===== config.mk =====
export PLATFORM = sky130hd
export DESIGN_NAME = power_alu_ctrl_flat
export DESIGN_NICKNAME = d
export VERILOG_FILES = /design/src/rtl/power_alu_ctrl_pkg.sv /design/src/rtl/power_alu_ctrl_if.sv /design/src/rtl/power_alu_ctrl_alumux.sv /design/src/rtl/power_alu_ctrl.sv /design/src/flat_wrapper.sv
export SDC_FILE = /design/constraint.sdc
export NUM_CORES = 1
export LEC_CHECK = 0
export BUFFER_PORTS_ARGS = -buffer_cell sky130_fd_sc_hd__buf_4
export CAP_MARGIN = 40
export CORE_AREA = 5 5 99 124
export CTS_CLUSTER_SIZE = 10
export DETAILED_ROUTE_END_ITERATION = 6
export DIE_AREA = 0 0 104 129
export PLACE_DENSITY = 0.51
export SYNTH_ARGS = -nofsm -noshare
export SYNTH_HDL_FRONTEND = slang
export SYNTH_SLANG_ARGS = --single-unit

===== constraint.sdc =====
create_clock -name clk -period 5.7 [get_ports clk]
set_input_delay 0.57 -clock clk [delete_from_list [all_inputs] [get_ports clk]]
set_output_delay 0.57 -clock clk [all_outputs]
set_load 0.01 [all_outputs]

===== src/rtl/power_alu_ctrl_pkg.sv =====
// Shared encodings for the power ALU controller: opcodes, FSM states and
// result-mux selects.
package power_alu_pkg;

  localparam int ALU_WIDTH = 8;

  typedef enum logic [1:0] {
    OP_ADD = 2'b00,
    OP_SUB = 2'b01,
    OP_MUL = 2'b10,
    OP_POW = 2'b11
  } op_e;

  typedef enum logic [1:0] {
    S_IDLE     = 2'b00,
    S_EXEC     = 2'b01,
    S_POW_LOOP = 2'b10,
    S_DONE     = 2'b11
  } state_e;

  localparam logic [1:0] SEL_SUM  = 2'b00;
  localparam logic [1:0] SEL_DIFF = 2'b01;
  localparam logic [1:0] SEL_PROD = 2'b10;

  function automatic logic [1:0] op_to_sel(input op_e op);
    case (op)
      OP_ADD:  return SEL_SUM;
      OP_SUB:  return SEL_DIFF;
      default: return SEL_PROD;
    endcase
  endfunction

endpackage


===== src/rtl/power_alu_ctrl_if.sv =====
// Command/result bundle between the command source (master) and the
// power ALU controller (slave).
interface power_alu_ctrl_if #(parameter int WIDTH = 8);
  logic                    start;
  logic [1:0]              op;
  logic signed [WIDTH-1:0] a;
  logic signed [WIDTH-1:0] b;
  logic                    busy;
  logic                    done;
  logic signed [WIDTH-1:0] result;
  logic [1:0]              mux_ctrl;

  modport master (output start, op, a, b, input busy, done, result, mux_ctrl);
  modport slave  (input start, op, a, b, output busy, done, result, mux_ctrl);
endinterface


===== src/rtl/power_alu_ctrl_alumux.sv =====
// 3-way result selector: sum, difference or product.
module alumux
  import power_alu_pkg::*;
#(
  parameter int WIDTH = ALU_WIDTH
) (
  output logic [WIDTH-1:0] s,
  input  logic [1:0]       ctrl,
  input  logic [WIDTH-1:0] a,
  input  logic [WIDTH-1:0] b,
  input  logic [WIDTH-1:0] c
);

  always_comb begin
    s = '0;
    case (ctrl)
      SEL_SUM:  s = a;
      SEL_DIFF: s = b;
      SEL_PROD: s = c;
      default:  s = '0;
    endcase
  end

endmodule


===== src/rtl/power_alu_ctrl.sv =====
// Multi-cycle controller for the 8-bit signed ALU: single-cycle ADD/SUB/MUL
// and iterated-multiply POW, with start/busy/done handshake.
//
// state      | meaning
// S_IDLE     | waiting for start, operands latched on acceptance
// S_EXEC     | ADD/SUB/MUL result captured from the mux
// S_POW_LOOP | one settle cycle, then acc <= acc*a once per exponent count
// S_DONE     | one-cycle done pulse, back to idle
module power_alu_ctrl
  import power_alu_pkg::*;
#(
  parameter int WIDTH = ALU_WIDTH,
  parameter int CNT_W = 8
) (
  input logic               clk,
  input logic               rst_n,
  power_alu_ctrl_if.slave   bus
);

  localparam logic signed [WIDTH-1:0] ONE = 1;

  state_e                  state;
  logic signed [WIDTH-1:0] a_q, b_q, acc;
  logic [CNT_W-1:0]        cnt;
  logic                    pow_settle;
  logic signed [WIDTH-1:0] sum, diff, prod, mul_y, mux_s;

  assign sum   = a_q + b_q;
  assign diff  = a_q - b_q;
  assign mul_y = (state == S_POW_LOOP) ? acc : b_q;
  // Low WIDTH bits of the signed product are the same as those of the full 2*WIDTH product.
  assign prod  = a_q * mul_y;

  alumux #(.WIDTH(WIDTH)) u_alumux (
    .s    (mux_s),
    .ctrl (bus.mux_ctrl),
    .a    (sum),
    .b    (diff),
    .c    (prod)
  );

  always_ff @(posedge clk or negedge rst_n) begin
    if (!rst_n) begin
      state        <= S_IDLE;
      a_q          <= '0;
      b_q          <= '0;
      acc          <= '0;
      cnt          <= '0;
      pow_settle   <= 1'b0;
      bus.busy     <= 1'b0;
      bus.done     <= 1'b0;
      bus.result   <= '0;
      bus.mux_ctrl <= SEL_SUM;
    end else begin
      bus.done <= 1'b0;
      case (state)
        S_IDLE: begin
          if (bus.start) begin
            a_q <= bus.a;
            b_q <= bus.b;
            if (op_e'(bus.op) == OP_POW) begin
              acc <= ONE;
              if (bus.b == '0) begin
                bus.result <= ONE;
                bus.done   <= 1'b1;
                state      <= S_DONE;
              end else begin
                cnt          <= CNT_W'(bus.b);
                pow_settle   <= 1'b1;
                bus.busy     <= 1'b1;
                bus.mux_ctrl <= SEL_PROD;
                state        <= S_POW_LOOP;
              end
            end else begin
              bus.busy     <= 1'b1;
              bus.mux_ctrl <= op_to_sel(op_e'(bus.op));
              state        <= S_EXEC;
            end
          end
        end
        S_EXEC: begin
          bus.result   <= mux_s;
          bus.mux_ctrl <= SEL_SUM;
          bus.busy     <= 1'b0;
          bus.done     <= 1'b1;
          state        <= S_DONE;
        end
        S_POW_LOOP: begin
          // First loop cycle lets the product select settle before accumulating.
          if (pow_settle) begin
            pow_settle <= 1'b0;
          end else begin
            acc <= mux_s;
            cnt <= cnt - 1'b1;
            if (cnt == CNT_W'(1)) begin
              bus.result   <= mux_s;
              bus.mux_ctrl <= SEL_SUM;
              bus.busy     <= 1'b0;
              bus.done     <= 1'b1;
              state        <= S_DONE;
            end
          end
        end
        default: begin
          state <= S_IDLE;
        end
      endcase
    end
  end

endmodule


===== src/flat_wrapper.sv =====
// flat-port wrapper written by rule: the top's interface ports become plain ports
module power_alu_ctrl_flat import power_alu_pkg::*;
#(
  parameter int WIDTH = ALU_WIDTH,
  parameter int CNT_W = 8
)
  (clk, rst_n, bus_start, bus_op, bus_a, bus_b, bus_busy, bus_done, bus_result, bus_mux_ctrl);
  power_alu_ctrl_if #(.WIDTH(WIDTH)) bus_i ();
  input logic clk;
  input logic rst_n;
  input wire logic [$bits(bus_i.start)-1:0] bus_start;
  input wire logic [$bits(bus_i.op)-1:0] bus_op;
  input wire logic [$bits(bus_i.a)-1:0] bus_a;
  input wire logic [$bits(bus_i.b)-1:0] bus_b;
  output wire logic [$bits(bus_i.busy)-1:0] bus_busy;
  output wire logic [$bits(bus_i.done)-1:0] bus_done;
  output wire logic [$bits(bus_i.result)-1:0] bus_result;
  output wire logic [$bits(bus_i.mux_ctrl)-1:0] bus_mux_ctrl;
  assign bus_i.start = bus_start;
  assign bus_i.op = bus_op;
  assign bus_i.a = bus_a;
  assign bus_i.b = bus_b;
  assign bus_busy = bus_i.busy;
  assign bus_done = bus_i.done;
  assign bus_result = bus_i.result;
  assign bus_mux_ctrl = bus_i.mux_ctrl;
  power_alu_ctrl #(.WIDTH(WIDTH), .CNT_W(CNT_W)) u_core (.clk(clk), .rst_n(rst_n), .bus(bus_i));
endmodule

==> results.ini <==
[outcome]
status=finished, final reports clean

[timing]
report.final.slew_viol_count=0
timing.slew.headroom_pct=50.7
clock.fmax_ghz=0.198
min_period_over_period_pct=88.8
rsz0062_at_grt=no
worstMarginPinSlew_ps=738
setup_total_negative_slack_ps=0
finalHoldViolCount=0
setup_viol=0
layout_min_cycle_time_ps=5060
clock-skew-final_ps=6.38

[critical_path]
rr_startpoint=u_core.state[0]
critical_path_peak_fanout=12
critPathRequiredTime_ps=5910
worstRegToRegCells=18
ff2ff_setup_slack_ps=640
r2r-end=u_core.acc[7]
timing.critical_path.arrival_ps=5270
timing.setup.critical_path_class=flip-flop to flip-flop
critical_path.startpoint_type=flip-flop
worstSetupEndpointType=flip-flop

[route]
dr_total_vias=2912
wire_per_inst_um=15.5
detail-route-antenna-nets=0
drt_first_pass_iters=5
iteration_0_drc_markers=128
post-route-drc-count=0
finalWirelength_um=8920
post_drt_via_cell_ratio=5.06

[logic_synthesis]
postSynth.topFlopCell=sky130_fd_sc_hd__dfrtp_1
synth.top_cells.by_area=sky130_fd_sc_hd__dfrtp_1 (31%), sky130_fd_sc_hd__ha_1 (12%), sky130_fd_sc_hd__fa_1 (7.0%), sky130_fd_sc_hd__nand2_1 (5.8%), sky130_fd_sc_hd__mux2_2 (5.7%)
synthDistinctLibCells=48
yosys.area.top_type=sky130_fd_sc_hd__dfrtp_1
synth_sequential_area_ratio_pct=31.4
yosys_warnings=0
ys_async_sr_fraction_pct=100
postSynthRegisterBits=47
postSynthCellCount=412
syn_nets=481
syn_avg_cell_area_um2=9.08
synthDominantCellAreaShare_pct=31.4
yosys-top-cells-count=sky130_fd_sc_hd__nand2_1 (58), sky130_fd_sc_hd__dfrtp_1 (47), sky130_fd_sc_hd__inv_1 (44)
synth_enable_flop_cells=0
synth.most_common_cell=sky130_fd_sc_hd__nand2_1
synth.cell_area_um2=3740

[cells_and_area]
layout-drive-gt1-share_pct=15.4
filler_cell_count=1159
nets=511
antenna_cells_inserted=0
area_growth_pct=13.5

[die]
die_area_um2=13400
io_pins=33
dieWidth_um=104
core_area_um2=11000
starting_density_of_the_core_pct=34.1
dieHeight_um=129
rows=43

[placed_design]
place.detailed.hpwl_um=7270
routabilityCongestion=0.862
portBuffers=32

[global_route]
number_of_global_route_vias_before_repair=2942
grt_pass1_wl_um=15000
grt_start_max_net_pins=48
overflow=0
global_route.usage.total_pct=13.8
grt_antenna_before_repair=0

[clocking]
clock_path_buffers=2
root_buffer=sky130_fd_sc_hd__clkbuf_16
cts_max_level=2
cts_sinks=47
worst_setup_hold_path_clk_slew_ps=60
cts_inserted_buffers=5
cts-hold-fix-buffers=0
clock_insertion_delay_worst_skew_ps=280
cts_post_setup_buffers_inserted=0
clock_tree_from_tritoncts=yes
cts_resized=0

[run]
max_cap_viol_count=0

[hold_path]
hold_path.class=primary input to async pin

[metal layers]
layer	track usage, %	vias up	wire, um
met5	0	-	0
met4	6.17	0	351
met3	1.40	21	256
met2	26.0	58	4730
met1	15.7	1384	3580
li1	-	1449	-
[worst max-delay path, cell delays in order (launching register included)]
cell and delay [ps]:
sky130_fd_sc_hd__dfrtp_1 420, sky130_fd_sc_hd__inv_1 120, sky130_fd_sc_hd__ha_1 580, sky130_fd_sc_hd__mux2i_1 250
sky130_fd_sc_hd__buf_4 170, sky130_fd_sc_hd__and2b_1 190, sky130_fd_sc_hd__ha_1 290, sky130_fd_sc_hd__fa_1 480
sky130_fd_sc_hd__fa_1 490, sky130_fd_sc_hd__inv_1 50, sky130_fd_sc_hd__fa_1 530, sky130_fd_sc_hd__inv_1 50
sky130_fd_sc_hd__ha_1 320, sky130_fd_sc_hd__a21oi_1 160, sky130_fd_sc_hd__xnor2_1 150, sky130_fd_sc_hd__xnor2_1 160
sky130_fd_sc_hd__xnor3_1 230, sky130_fd_sc_hd__o22a_2 250, sky130_fd_sc_hd__o21ai_2 100
[layout make-up]
type / count / area, um^2 / area share [%]
multi-input cells: 308 / 2340 / 55.0
flip-flops and latches: 47 / 1180 / 27.7
repair buffers: 36 / 270 / 6.37
well taps: 135 / 169 / 3.98
inverters: 44 / 165 / 3.89
clock buffers: 6 / 129 / 3.04
[worst max-delay path by stage]
stage / endpoint / slack [ps] / from
floorplan: u_core.acc[7] / 1040 / u_core.state[0]
global placement: u_core.bus.result[7] / 700 / u_core.state[0]
detailed placement: u_core.bus.result[7] / 580 / u_core.state[0]
CTS: u_core.bus.result[7] / 560 / u_core.state[0]
global route: u_core.acc[7] / 260 / u_core.state[0]
finish: u_core.acc[7] / 640 / u_core.state[0]
[per-stage QoR]
step / utilization (%) / cell area [um^2] / cells / worst slack, ps / hold WS, ps
after floorplan: - / 3740 / 412 / 1040 / 274
after global placement: 37.4 / 4110 / 569 / 701 / 456
after detailed placement: 37.5 / 4120 / 570 / 581 / 467
after CTS: 38.7 / 4250 / 576 / 564 / 319
after global routing: 38.7 / 4250 / 576 / 263 / 352
final: 38.7 / 4250 / 576 / 637 / 304
[state kept, by name, indices dropped and copies added, names as in the netlist]
signal	flops
u_core.bus.result	8
u_core.bus.done	1
u_core.b_q	8
u_core.acc	8
u_core.cnt	8
u_core.a_q	8
u_core.pow_settle	1
u_core.bus.busy	1
u_core.state	2
u_core.bus.mux_ctrl	2
[cells by family (layout without fill, tap and decap cells)]
| group | Yosys count | in the layout | synth area share, % |
|---|---|---|---|
| multiplexers | 25 | 25 | 7.79 |
| AO/OA/AOI/OAI | 81 | 81 | 13.8 |
| XOR/XNOR | 24 | 24 | 6.19 |
| flip-flops | 47 | 47 | 31.4 |
| AND/OR/NAND/NOR | 130 | 130 | 16.0 |
| buffers and inverters | 57 | 86 | 6.12 |
| adder cells (fa/ha/maj) | 48 | 48 | 18.7 |
[placed cells by master (no fill, tap or decap), drive strengths merged, types with 2 or more instances in the layout]
master	count
mux2	20
o31ai	4
clkbuf	6
nand2	58
nand2b	2
dfrtp	47
and3	2
o21ai	27
a21oi	17
nand3	8
nor3	6
or3	2
nor4	3
ha	35
inv	44
fa	13
mux2i	5
nor2b	12
a31oi	7
nor2	27
xnor2	22
a311oi	2
a21o	3
buf	36
and2	4
o21a	2
and2b	3
o22a	8
a211oi	4
a41oi	2
Power is left out: the tool's default activity adds up to more than one toggle a clock period on the data nets, which glitch-free logic cannot reach.
